<file path="config.mk">
export PLATFORM = sky130hd
export DESIGN_NAME = wb_port_adapter_flat
export DESIGN_NICKNAME = d
export VERILOG_FILES = /design/src/rtl/wb_port_adapter_pkg.sv /design/src/rtl/wb_port_adapter_if.sv /design/src/rtl/wb_port_adapter_rr_arbiter.sv /design/src/rtl/wb_port_adapter.sv /design/src/flat_wrapper.sv
export SDC_FILE = /design/constraint.sdc
export NUM_CORES = 1
export LEC_CHECK = 0
export ABC_AREA = 1
export BUFFER_PORTS_ARGS = -buffer_cell sky130_fd_sc_hd__buf_2
export CAP_MARGIN = 20
export CORE_ASPECT_RATIO = 0.9
export CORE_MARGIN = 10
export CORE_UTILIZATION = 39
export DETAILED_ROUTE_END_ITERATION = 8
export HOLD_SLACK_MARGIN = 0.15
export SLEW_MARGIN = 25
export SYNTH_ARGS = -nofsm -noshare
export SYNTH_HDL_FRONTEND = slang
export SYNTH_SLANG_ARGS = --single-unit
</file>
<file path="constraint.sdc">
create_clock -name clk -period 3.4 [get_ports clk]
set_clock_uncertainty 0.1 [all_clocks]
set_input_delay 1.02 -clock clk [delete_from_list [all_inputs] [get_ports clk]]
set_output_delay 1.02 -clock clk [all_outputs]
set_load 0.01 [all_outputs]
</file>
<file path="src/rtl/wb_port_adapter_pkg.sv">
// Shared LC-3b types plus adapter FSM encoding and sizing helper.
package wb_port_adapter_pkg;

  localparam int unsigned LC3B_WORD_WIDTH = 16;
  localparam int unsigned LC3B_LINE_WIDTH = 128;

  typedef logic [LC3B_WORD_WIDTH-1:0]   lc3b_word;
  typedef logic [LC3B_LINE_WIDTH-1:0]   lc3b_line;
  typedef logic [LC3B_LINE_WIDTH/8-1:0] lc3b_line_sel;

  typedef enum logic [1:0] {
    S_IDLE = 2'd0,
    S_BUS  = 2'd1,
    S_RESP = 2'd2
  } adapter_state_e;

  // Index width that never collapses to zero bits.
  function automatic int unsigned idx_width(input int unsigned n);
    return (n > 1) ? $clog2(n) : 1;
  endfunction

endpackage

</file>
<file path="src/rtl/wb_port_adapter_if.sv">
// Wide Wishbone master port shared by all requesters.
interface wb_port_adapter_if #(
  parameter int unsigned ADR_W  = 12,
  parameter int unsigned LINE_W = 128
);

  localparam int unsigned SEL_W = LINE_W / 8;

  logic              wb_cyc;
  logic              wb_stb;
  logic              wb_we;
  logic [ADR_W-1:0]  wb_adr;
  logic [LINE_W-1:0] wb_dat_m;
  logic [SEL_W-1:0]  wb_sel;
  logic [LINE_W-1:0] wb_dat_s;
  logic              wb_ack;

  modport master (
    output wb_cyc, wb_stb, wb_we, wb_adr, wb_dat_m, wb_sel,
    input  wb_dat_s, wb_ack
  );

  modport slave (
    input  wb_cyc, wb_stb, wb_we, wb_adr, wb_dat_m, wb_sel,
    output wb_dat_s, wb_ack
  );

endinterface

</file>
<file path="src/rtl/wb_port_adapter_rr_arbiter.sv">
// Round-robin requester arbiter: one-hot grant, combinational.
module wb_port_adapter_rr_arbiter
  import wb_port_adapter_pkg::*;
#(
  parameter int unsigned NUM_PORTS = 2,
  parameter int unsigned PW        = idx_width(NUM_PORTS)
) (
  input  logic [NUM_PORTS-1:0] i_req,
  input  logic [NUM_PORTS-1:0] i_mask,
  input  logic [PW-1:0]        i_ptr,
  output logic [NUM_PORTS-1:0] o_gnt_c
);

  logic w_found;

  // Scan ports starting at the pointer; first unmasked active port wins.
  always_comb begin
    o_gnt_c = '0;
    w_found = 1'b0;
    for (int i = 0; i < int'(NUM_PORTS); i++) begin
      for (int p = 0; p < int'(NUM_PORTS); p++) begin
        if (((int'(i_ptr) + i) % int'(NUM_PORTS)) == p) begin
          if (!w_found && i_req[p] && !i_mask[p]) begin
            o_gnt_c[p] = 1'b1;
            w_found    = 1'b1;
          end
        end
      end
    end
  end

endmodule

</file>
<file path="src/rtl/wb_port_adapter.sv">
// Bridges N narrow LC-3b requesters onto one wide Wishbone master,
// with an optional last-read-line buffer.
module wb_port_adapter
  import wb_port_adapter_pkg::*;
#(
  parameter int unsigned NUM_PORTS  = 2,
  parameter int unsigned WORD_WIDTH = 16,
  parameter int unsigned LINE_WIDTH = 128,
  parameter int unsigned ADDR_WIDTH = 16,
  parameter bit          BUFFER_EN  = 1'b1
) (
  input  logic                                   clk,
  input  logic                                   rst_n,
  input  logic [NUM_PORTS-1:0]                   req_read,
  input  logic [NUM_PORTS-1:0]                   req_write,
  input  logic [NUM_PORTS-1:0][ADDR_WIDTH-1:0]   req_addr,
  input  logic [NUM_PORTS-1:0][WORD_WIDTH-1:0]   req_wdata,
  input  logic [NUM_PORTS-1:0][WORD_WIDTH/8-1:0] req_byte_en,
  output logic [NUM_PORTS-1:0][WORD_WIDTH-1:0]   req_rdata,
  output logic [NUM_PORTS-1:0]                   req_resp,
  wb_port_adapter_if.master                      wb
);

  localparam int unsigned BPW    = WORD_WIDTH / 8;
  localparam int unsigned OFS    = $clog2(LINE_WIDTH / 8);
  localparam int unsigned WB     = $clog2(BPW);
  localparam int unsigned NWORDS = LINE_WIDTH / WORD_WIDTH;
  localparam int unsigned IDXW   = idx_width(NWORDS);
  localparam int unsigned LADR_W = ADDR_WIDTH - OFS;
  localparam int unsigned SEL_W  = LINE_WIDTH / 8;
  localparam int unsigned PW     = idx_width(NUM_PORTS);

  adapter_state_e r_state, w_state_nxt;

  // Arbitration state
  logic [PW-1:0]        r_rr_ptr, w_ptr_nxt;
  logic [NUM_PORTS-1:0] r_mask, r_gnt, w_gnt, w_active;

  // Granted-request view
  logic                  w_any;
  logic [ADDR_WIDTH-1:0] w_sel_addr;
  logic [WORD_WIDTH-1:0] w_sel_wdata;
  logic [BPW-1:0]        w_sel_be;
  logic                  w_sel_wr;
  logic [LADR_W-1:0]     w_line_adr;
  logic [IDXW-1:0]       w_word_idx;
  logic [SEL_W-1:0]      w_line_sel;
  logic                  w_hit;

  // FSM strobes
  logic w_launch, w_hit_go, w_ack_go;

  // Bus master registers
  logic                  r_cyc, r_stb, r_we;
  logic [LADR_W-1:0]     r_adr;
  logic [LINE_WIDTH-1:0] r_dat_m;
  logic [SEL_W-1:0]      r_sel;
  logic [IDXW-1:0]       r_word_idx;

  // Line buffer
  logic                  r_buf_valid;
  logic [LADR_W-1:0]     r_buf_tag;
  logic [LINE_WIDTH-1:0] r_buf_line;
  logic [WORD_WIDTH-1:0] w_buf_word, w_ack_word;

  // Response registers
  logic [NUM_PORTS-1:0]                 r_resp;
  logic [NUM_PORTS-1:0][WORD_WIDTH-1:0] r_rdata;

  assign w_active = req_read | req_write;
  assign w_any    = |w_gnt;

  wb_port_adapter_rr_arbiter #(
    .NUM_PORTS (NUM_PORTS),
    .PW        (PW)
  ) u_arb (
    .i_req   (w_active),
    .i_mask  (r_mask),
    .i_ptr   (r_rr_ptr),
    .o_gnt_c (w_gnt)
  );

  // Mux the granted requester's fields (write wins over read).
  always_comb begin
    w_sel_addr  = '0;
    w_sel_wdata = '0;
    w_sel_be    = '0;
    w_sel_wr    = 1'b0;
    for (int p = 0; p < int'(NUM_PORTS); p++) begin
      if (w_gnt[p]) begin
        w_sel_addr  = req_addr[p];
        w_sel_wdata = req_wdata[p];
        w_sel_be    = req_byte_en[p];
        w_sel_wr    = req_write[p];
      end
    end
  end

  assign w_line_adr = LADR_W'(w_sel_addr >> OFS);
  assign w_word_idx = (NWORDS == 1) ? '0 : IDXW'(w_sel_addr >> WB);
  assign w_hit      = BUFFER_EN && r_buf_valid && !w_sel_wr && (w_line_adr == r_buf_tag);

  // Place the word's byte enables into its slot of the line select.
  always_comb begin
    w_line_sel = '0;
    for (int w = 0; w < int'(NWORDS); w++) begin
      if (w_word_idx == IDXW'(w)) begin
        w_line_sel[w*BPW +: BPW] = w_sel_be;
      end
    end
  end

  // Pick the addressed word out of the buffered line and the acked line.
  always_comb begin
    w_buf_word = '0;
    w_ack_word = '0;
    for (int w = 0; w < int'(NWORDS); w++) begin
      if (w_word_idx == IDXW'(w)) begin
        w_buf_word = r_buf_line[w*WORD_WIDTH +: WORD_WIDTH];
      end
      if (r_word_idx == IDXW'(w)) begin
        w_ack_word = wb.wb_dat_s[w*WORD_WIDTH +: WORD_WIDTH];
      end
    end
  end

  // Pointer advances to the port after the one just served.
  always_comb begin
    w_ptr_nxt = '0;
    for (int p = 0; p < int'(NUM_PORTS); p++) begin
      if (r_gnt[p]) begin
        w_ptr_nxt = (p == int'(NUM_PORTS) - 1) ? '0 : PW'(p + 1);
      end
    end
  end

  // FSM state register.
  always_ff @(posedge clk) begin
    if (!rst_n) r_state <= S_IDLE;
    else        r_state <= w_state_nxt;
  end

  // FSM next-state and transition strobes.
  always_comb begin
    w_state_nxt = r_state;
    w_launch    = 1'b0;
    w_hit_go    = 1'b0;
    w_ack_go    = 1'b0;
    case (r_state)
      S_IDLE: begin
        if (w_any) begin
          if (w_hit) begin
            w_hit_go    = 1'b1;
            w_state_nxt = S_RESP;
          end else begin
            w_launch    = 1'b1;
            w_state_nxt = S_BUS;
          end
        end
      end
      S_BUS: begin
        if (wb.wb_ack) begin
          w_ack_go    = 1'b1;
          w_state_nxt = S_RESP;
        end
      end
      S_RESP:  w_state_nxt = S_IDLE;
      default: w_state_nxt = S_IDLE;
    endcase
  end

  // Grant bookkeeping: rotate pointer and mask the served port for one IDLE cycle.
  always_ff @(posedge clk) begin
    if (!rst_n) begin
      r_rr_ptr <= '0;
      r_mask   <= '0;
      r_gnt    <= '0;
    end else begin
      if (w_launch || w_hit_go) r_gnt <= w_gnt;
      if (r_state == S_RESP) begin
        r_rr_ptr <= w_ptr_nxt;
        r_mask   <= r_gnt;
      end else if (r_state == S_IDLE) begin
        r_mask <= '0;
      end
    end
  end

  // Wishbone master: launch a line transfer, hold until ack.
  always_ff @(posedge clk) begin
    if (!rst_n) begin
      r_cyc      <= 1'b0;
      r_stb      <= 1'b0;
      r_we       <= 1'b0;
      r_adr      <= '0;
      r_dat_m    <= '0;
      r_sel      <= '0;
      r_word_idx <= '0;
    end else if (w_launch) begin
      r_cyc      <= 1'b1;
      r_stb      <= 1'b1;
      r_we       <= w_sel_wr;
      r_adr      <= w_line_adr;
      r_dat_m    <= {NWORDS{w_sel_wdata}};
      r_sel      <= w_line_sel;
      r_word_idx <= w_word_idx;
    end else if (w_ack_go) begin
      r_cyc <= 1'b0;
      r_stb <= 1'b0;
      r_we  <= 1'b0;
    end
  end

  // Line buffer: fill on read ack, invalidate on a write to the same line.
  always_ff @(posedge clk) begin
    if (!rst_n) begin
      r_buf_valid <= 1'b0;
      r_buf_tag   <= '0;
      r_buf_line  <= '0;
    end else if (BUFFER_EN && w_ack_go) begin
      if (!r_we) begin
        r_buf_valid <= 1'b1;
        r_buf_tag   <= r_adr;
        r_buf_line  <= wb.wb_dat_s;
      end else if (r_adr == r_buf_tag) begin
        r_buf_valid <= 1'b0;
      end
    end
  end

  // Completion pulse and read data for the served port; others hold.
  always_ff @(posedge clk) begin
    if (!rst_n) begin
      r_resp  <= '0;
      r_rdata <= '0;
    end else begin
      r_resp <= '0;
      if (w_hit_go) begin
        r_resp <= w_gnt;
        for (int p = 0; p < int'(NUM_PORTS); p++) begin
          if (w_gnt[p]) r_rdata[p] <= w_buf_word;
        end
      end else if (w_ack_go) begin
        r_resp <= r_gnt;
        for (int p = 0; p < int'(NUM_PORTS); p++) begin
          if (r_gnt[p] && !r_we) r_rdata[p] <= w_ack_word;
        end
      end
    end
  end

  assign wb.wb_cyc   = r_cyc;
  assign wb.wb_stb   = r_stb;
  assign wb.wb_we    = r_we;
  assign wb.wb_adr   = r_adr;
  assign wb.wb_dat_m = r_dat_m;
  assign wb.wb_sel   = r_sel;
  assign req_resp    = r_resp;
  assign req_rdata   = r_rdata;

endmodule

</file>
<file path="src/flat_wrapper.sv">
// flat-port wrapper written by rule: the top's interface ports become plain ports
module wb_port_adapter_flat import wb_port_adapter_pkg::*;
#(
  parameter int unsigned NUM_PORTS  = 2,
  parameter int unsigned WORD_WIDTH = 16,
  parameter int unsigned LINE_WIDTH = 128,
  parameter int unsigned ADDR_WIDTH = 16,
  parameter bit          BUFFER_EN  = 1'b1
)
  (clk, rst_n, req_read, req_write, req_addr, req_wdata, req_byte_en, req_rdata, req_resp, wb_wb_cyc, wb_wb_stb, wb_wb_we, wb_wb_adr, wb_wb_dat_m, wb_wb_sel, wb_wb_dat_s, wb_wb_ack);
  wb_port_adapter_if #(.ADR_W(12), .LINE_W(128)) wb_i ();
  input  logic clk;
  input  logic rst_n;
  input  logic [NUM_PORTS-1:0] req_read;
  input  logic [NUM_PORTS-1:0] req_write;
  input  logic [NUM_PORTS-1:0][ADDR_WIDTH-1:0] req_addr;
  input  logic [NUM_PORTS-1:0][WORD_WIDTH-1:0] req_wdata;
  input  logic [NUM_PORTS-1:0][WORD_WIDTH/8-1:0] req_byte_en;
  output logic [NUM_PORTS-1:0][WORD_WIDTH-1:0] req_rdata;
  output logic [NUM_PORTS-1:0] req_resp;
  output wire logic [$bits(wb_i.wb_cyc)-1:0] wb_wb_cyc;
  output wire logic [$bits(wb_i.wb_stb)-1:0] wb_wb_stb;
  output wire logic [$bits(wb_i.wb_we)-1:0] wb_wb_we;
  output wire logic [$bits(wb_i.wb_adr)-1:0] wb_wb_adr;
  output wire logic [$bits(wb_i.wb_dat_m)-1:0] wb_wb_dat_m;
  output wire logic [$bits(wb_i.wb_sel)-1:0] wb_wb_sel;
  input wire logic [$bits(wb_i.wb_dat_s)-1:0] wb_wb_dat_s;
  input wire logic [$bits(wb_i.wb_ack)-1:0] wb_wb_ack;
  assign wb_wb_cyc = wb_i.wb_cyc;
  assign wb_wb_stb = wb_i.wb_stb;
  assign wb_wb_we = wb_i.wb_we;
  assign wb_wb_adr = wb_i.wb_adr;
  assign wb_wb_dat_m = wb_i.wb_dat_m;
  assign wb_wb_sel = wb_i.wb_sel;
  assign wb_i.wb_dat_s = wb_wb_dat_s;
  assign wb_i.wb_ack = wb_wb_ack;
  wb_port_adapter #(.NUM_PORTS(NUM_PORTS), .WORD_WIDTH(WORD_WIDTH), .LINE_WIDTH(LINE_WIDTH), .ADDR_WIDTH(ADDR_WIDTH), .BUFFER_EN(BUFFER_EN)) u_core (.clk(clk), .rst_n(rst_n), .req_read(req_read), .req_write(req_write), .req_addr(req_addr), .req_wdata(req_wdata), .req_byte_en(req_byte_en), .req_rdata(req_rdata), .req_resp(req_resp), .wb(wb_i));
endmodule
</file>
==> qor.csv <==
stage,metric,value,unit
worst_setup_path,most frequent CP cell,nand2_1,
cts,CTS H-tree depth,1,
floorplan,I/O pin count,396,
timing,Final Slew Violations,0,
timing,RSZ-0062 raised after global routing,false,
timing,worst rel slew slack,41.5,%
floorplan,Die Wd,209,um
floorplan,die footprint,0.0399,mm^2
route,vias,13200,
worst_setup_path,Arrival @ worst endpoint,3.28,ns
route,drc violations,0,
finish,Layout area overhead,21.8,%
yosys,top cell type's share of synthesized area,36.7,%
worst_setup_path,Crit-path slowest cell,o21ai_0,
route,drt total wl,47100,um
yosys,library cell with the highest instance count after synthesis,nand2_1,
yosys,Synth Net Count,2098,
worst_setup_path,crit-path max cell delay,0.53,ns
floorplan,Starting Density,39.5,%
worst_setup_path,startpoint class of the critical path,input pin,
timing,final critical-path required period,2.90,ns
global_route,grt ovf,0,
timing,"Period Utilization, post-route",85.2,%
route,"antenna viol nets, final",0,
placement,gp weighted congestion,0.842,
timing,Slew @ Worst Pin,0.877,ns
worst_setup_path,crit path kind,input pin to flip-flop,
placement,IO Port Bufs,393,
cts,total setup buffers inserted after CTS,0,
timing,final worst hold slack,0.354,ns
yosys,top post-synthesis cells by area,"dfxtp_1 37%, nand2_1 10%, nor2_1 9.0%, o21ai_0 7.4%, buf_4 7.2%",
cts,hold-fix buffers at CTS,0,
cts,Bufs on Longest Clock Path,3,
finish,nets@finish,2358,
yosys,Synth cell types,35,
min_path,Worst Hold Class,flip-flop to flip-flop,
timing,TNS Setup,0,ns
timing,setup violators final,0,
global_route,GRT Total Usage,22.4,%
power,Lkg Pwr,7.91,nW
flow_run,Max-cap violations,0,
timing,final worst slack,0.503,ns
timing,Fin. Hold Viols,0,
yosys,Synth top cells by count,"349 x nand2_1, 302 x nor2_1, 231 x dfxtp_1, 187 x o21ai_0, 158 x nand3_1",
worst_setup_path,worst-path cell chain,buf_2 -> inv_1 -> nand2_1 -> nand2_4 -> nand2_4 -> o21ai_0 -> buf_4 -> a21oi_1 -> nand2_1 -> nor2_2 -> nand2_1 -> nand2_2 -> inv_1 -> buf_4 -> nand3_1 -> a21oi_1,
yosys,sequential-to-total area share from yosys stat,36.7,%
floorplan,core region area,0.0319,mm^2
timing,FMAX,0.345,GHz
placement,pre-CTS WS,-0.0868,ns
worst_setup_path,Critical Path Sink Type,flip-flop,
yosys,Yosys warnings,0,
cts,clock root buffer,clkbuf_16,
yosys,cell accounting for the most synthesized area,dfxtp_1,
cts,"CTS clk-pin slew, worst paths",0.06,ns
route,Vias/cell,5.10,
floorplan,num rows,62,
route,routed len/inst,18.2,um
global_route,vias in the first global route,12900,
cts,worst-skew pair later-pin latency,0.56,ns
global_route,initial antenna violation count,10,
power,Max VDD drop,0.369,mV
yosys,number of flops mapped to enable cells by yosys,0,
yosys,ys flop type,dfxtp_1,
placement,dpl cells,2542,
global_route,first-pass GRT wire length,73000,um
cts,cts bufs inserted,27,
cts,TritonCTS clock tree,done,
cts,post_cts resized,0,
global_route,largest net degree at the start of global routing,191,
yosys,"FFs w/ async S/R, synth",0,%
route,DRT Pass-1 Iters,5,
floorplan,die height,190,um
worst_setup_path,"Req. time, crit path",3.79,ns
finish,Final Non-Filler Cells,2595,
yosys,cell count after synthesis,1895,
route,drt initial violations,994,
worst_setup_path,"Max FO, Critical Path",24,
finish,share of cells above drive strength 1,25.5,%
cts,CTS Sinks,231,
yosys,synthesized area per cell,6.64,um^2
run_status,status,finished clean,
yosys,Synth Register Bits,231,
yosys,mapped cell area,0.0126,mm^2
power,PD cells,506,mW/mm^2
placement,dpl hpwl,34700,um
## cell families after synthesis
group                  share of synthesized area (%)
AO/OA/AOI/OAI                                   14.6
XOR/XNOR                                       0.557
flip-flops                                      36.7
buffers and inverters                           15.5
AND/OR/NAND/NOR                                 32.6
## flip-flops by register name (all words and copies together), names as in the netlist
name / cells
u_core.wb.wb_sel: 16
u_core.wb.wb_dat_m: 16
u_core.req_resp: 2
u_core.wb.wb_cyc: 1
u_core.r_word_idx: 3
u_core.req_rdata: 32
u_core.r_state: 2
u_core.wb.wb_we: 1
u_core.r_buf_line: 128
u_core.r_mask: 2
u_core.r_gnt: 2
u_core.wb.wb_adr: 12
u_core.r_rr_ptr: 1
u_core.r_buf_valid: 1
u_core.r_buf_tag: 12
## path summary, 6_finish.rpt
kind	from	to	slack [ns]	cells past startpoint
setup / recovery	req_write[1]	u_core.wb.wb_sel[15]$_SDFFE_PN0P_	0.50	16
hold / removal	u_core.r_buf_line[41]$_SDFFE_PN0P_	u_core.r_buf_line[41]$_SDFFE_PN0P_	0.35	2
setup reg to reg	u_core.r_mask[1]$_SDFFE_PN0P_	u_core.wb.wb_sel[15]$_SDFFE_PN0P_	0.74	14
hold reg to reg	u_core.r_buf_line[41]$_SDFFE_PN0P_	u_core.r_buf_line[41]$_SDFFE_PN0P_	0.35	2
## layout by cell type (no fill, tap or decap), types with 7 or more instances in the layout
cell type / count
o211ai_1: 13
nor2_1: 301
xor2_1: 7
inv_1: 145
nand2_2: 16
nand2_1: 348
nand4_1: 40
o21ai_0: 187
nand3b_1: 18
clkbuf_8: 8
a21oi_1: 109
o21ai_1: 7
buf_2: 392
or2_0: 8
o21bai_1: 15
clkbuf_16: 27
or2_2: 14
buf_4: 41
dfxtp_1: 231
buf_12: 19
nand3_1: 158
o2111ai_1: 10
## area by class of cell
type | instances | area [um^2]
clock buffers | 41 | 808
well taps | 416 | 520
repair buffers | 452 | 2650
multi-input cells | 1287 | 6040
fillers | 3298 | 16600
diodes | 5 | 12.5
clock inverters | 7 | 77.6
flip-flops and latches | 231 | 4620
inverters | 156 | 588
## per-stage QoR
step                      utilization, %  cell area (um^2)  total power [W]
after detailed placement            45.3             14400          0.00491
after global placement              45.2             14400          0.00489
after floorplan                        -             12600          0.00428
after global routing                48.0             15300          0.00815
after CTS                           48.0             15300          0.00784
final                               48.1             15300          0.00776
## worst max-delay path, delay by kind of cell
kind,cells,cell delay (ns)
compound gates,3,0.73
simple gates,8,0.73
buf+inv,5,0.81
## metal layers
| layer | share of wire, % | global-route usage, % | wire length (um) |
|---|---|---|---|
| met5 | 0.12 | 0 | 55 |
| met4 | 2.6 | 6.39 | 1250 |
| met3 | 8.4 | 5.96 | 3940 |
| met2 | 48 | 38.7 | 22700 |
| met1 | 41 | 26.9 | 19200 |
## power by group
group | switching, W | total (W) | internal [W]
sequential | 0.000152 | 0.00306 | 0.00291
combinational | 0.00114 | 0.00178 | 0.000643
clock | 0.00120 | 0.00291 | 0.00171
No activity file was read; power rests on OpenSTA's default activity.
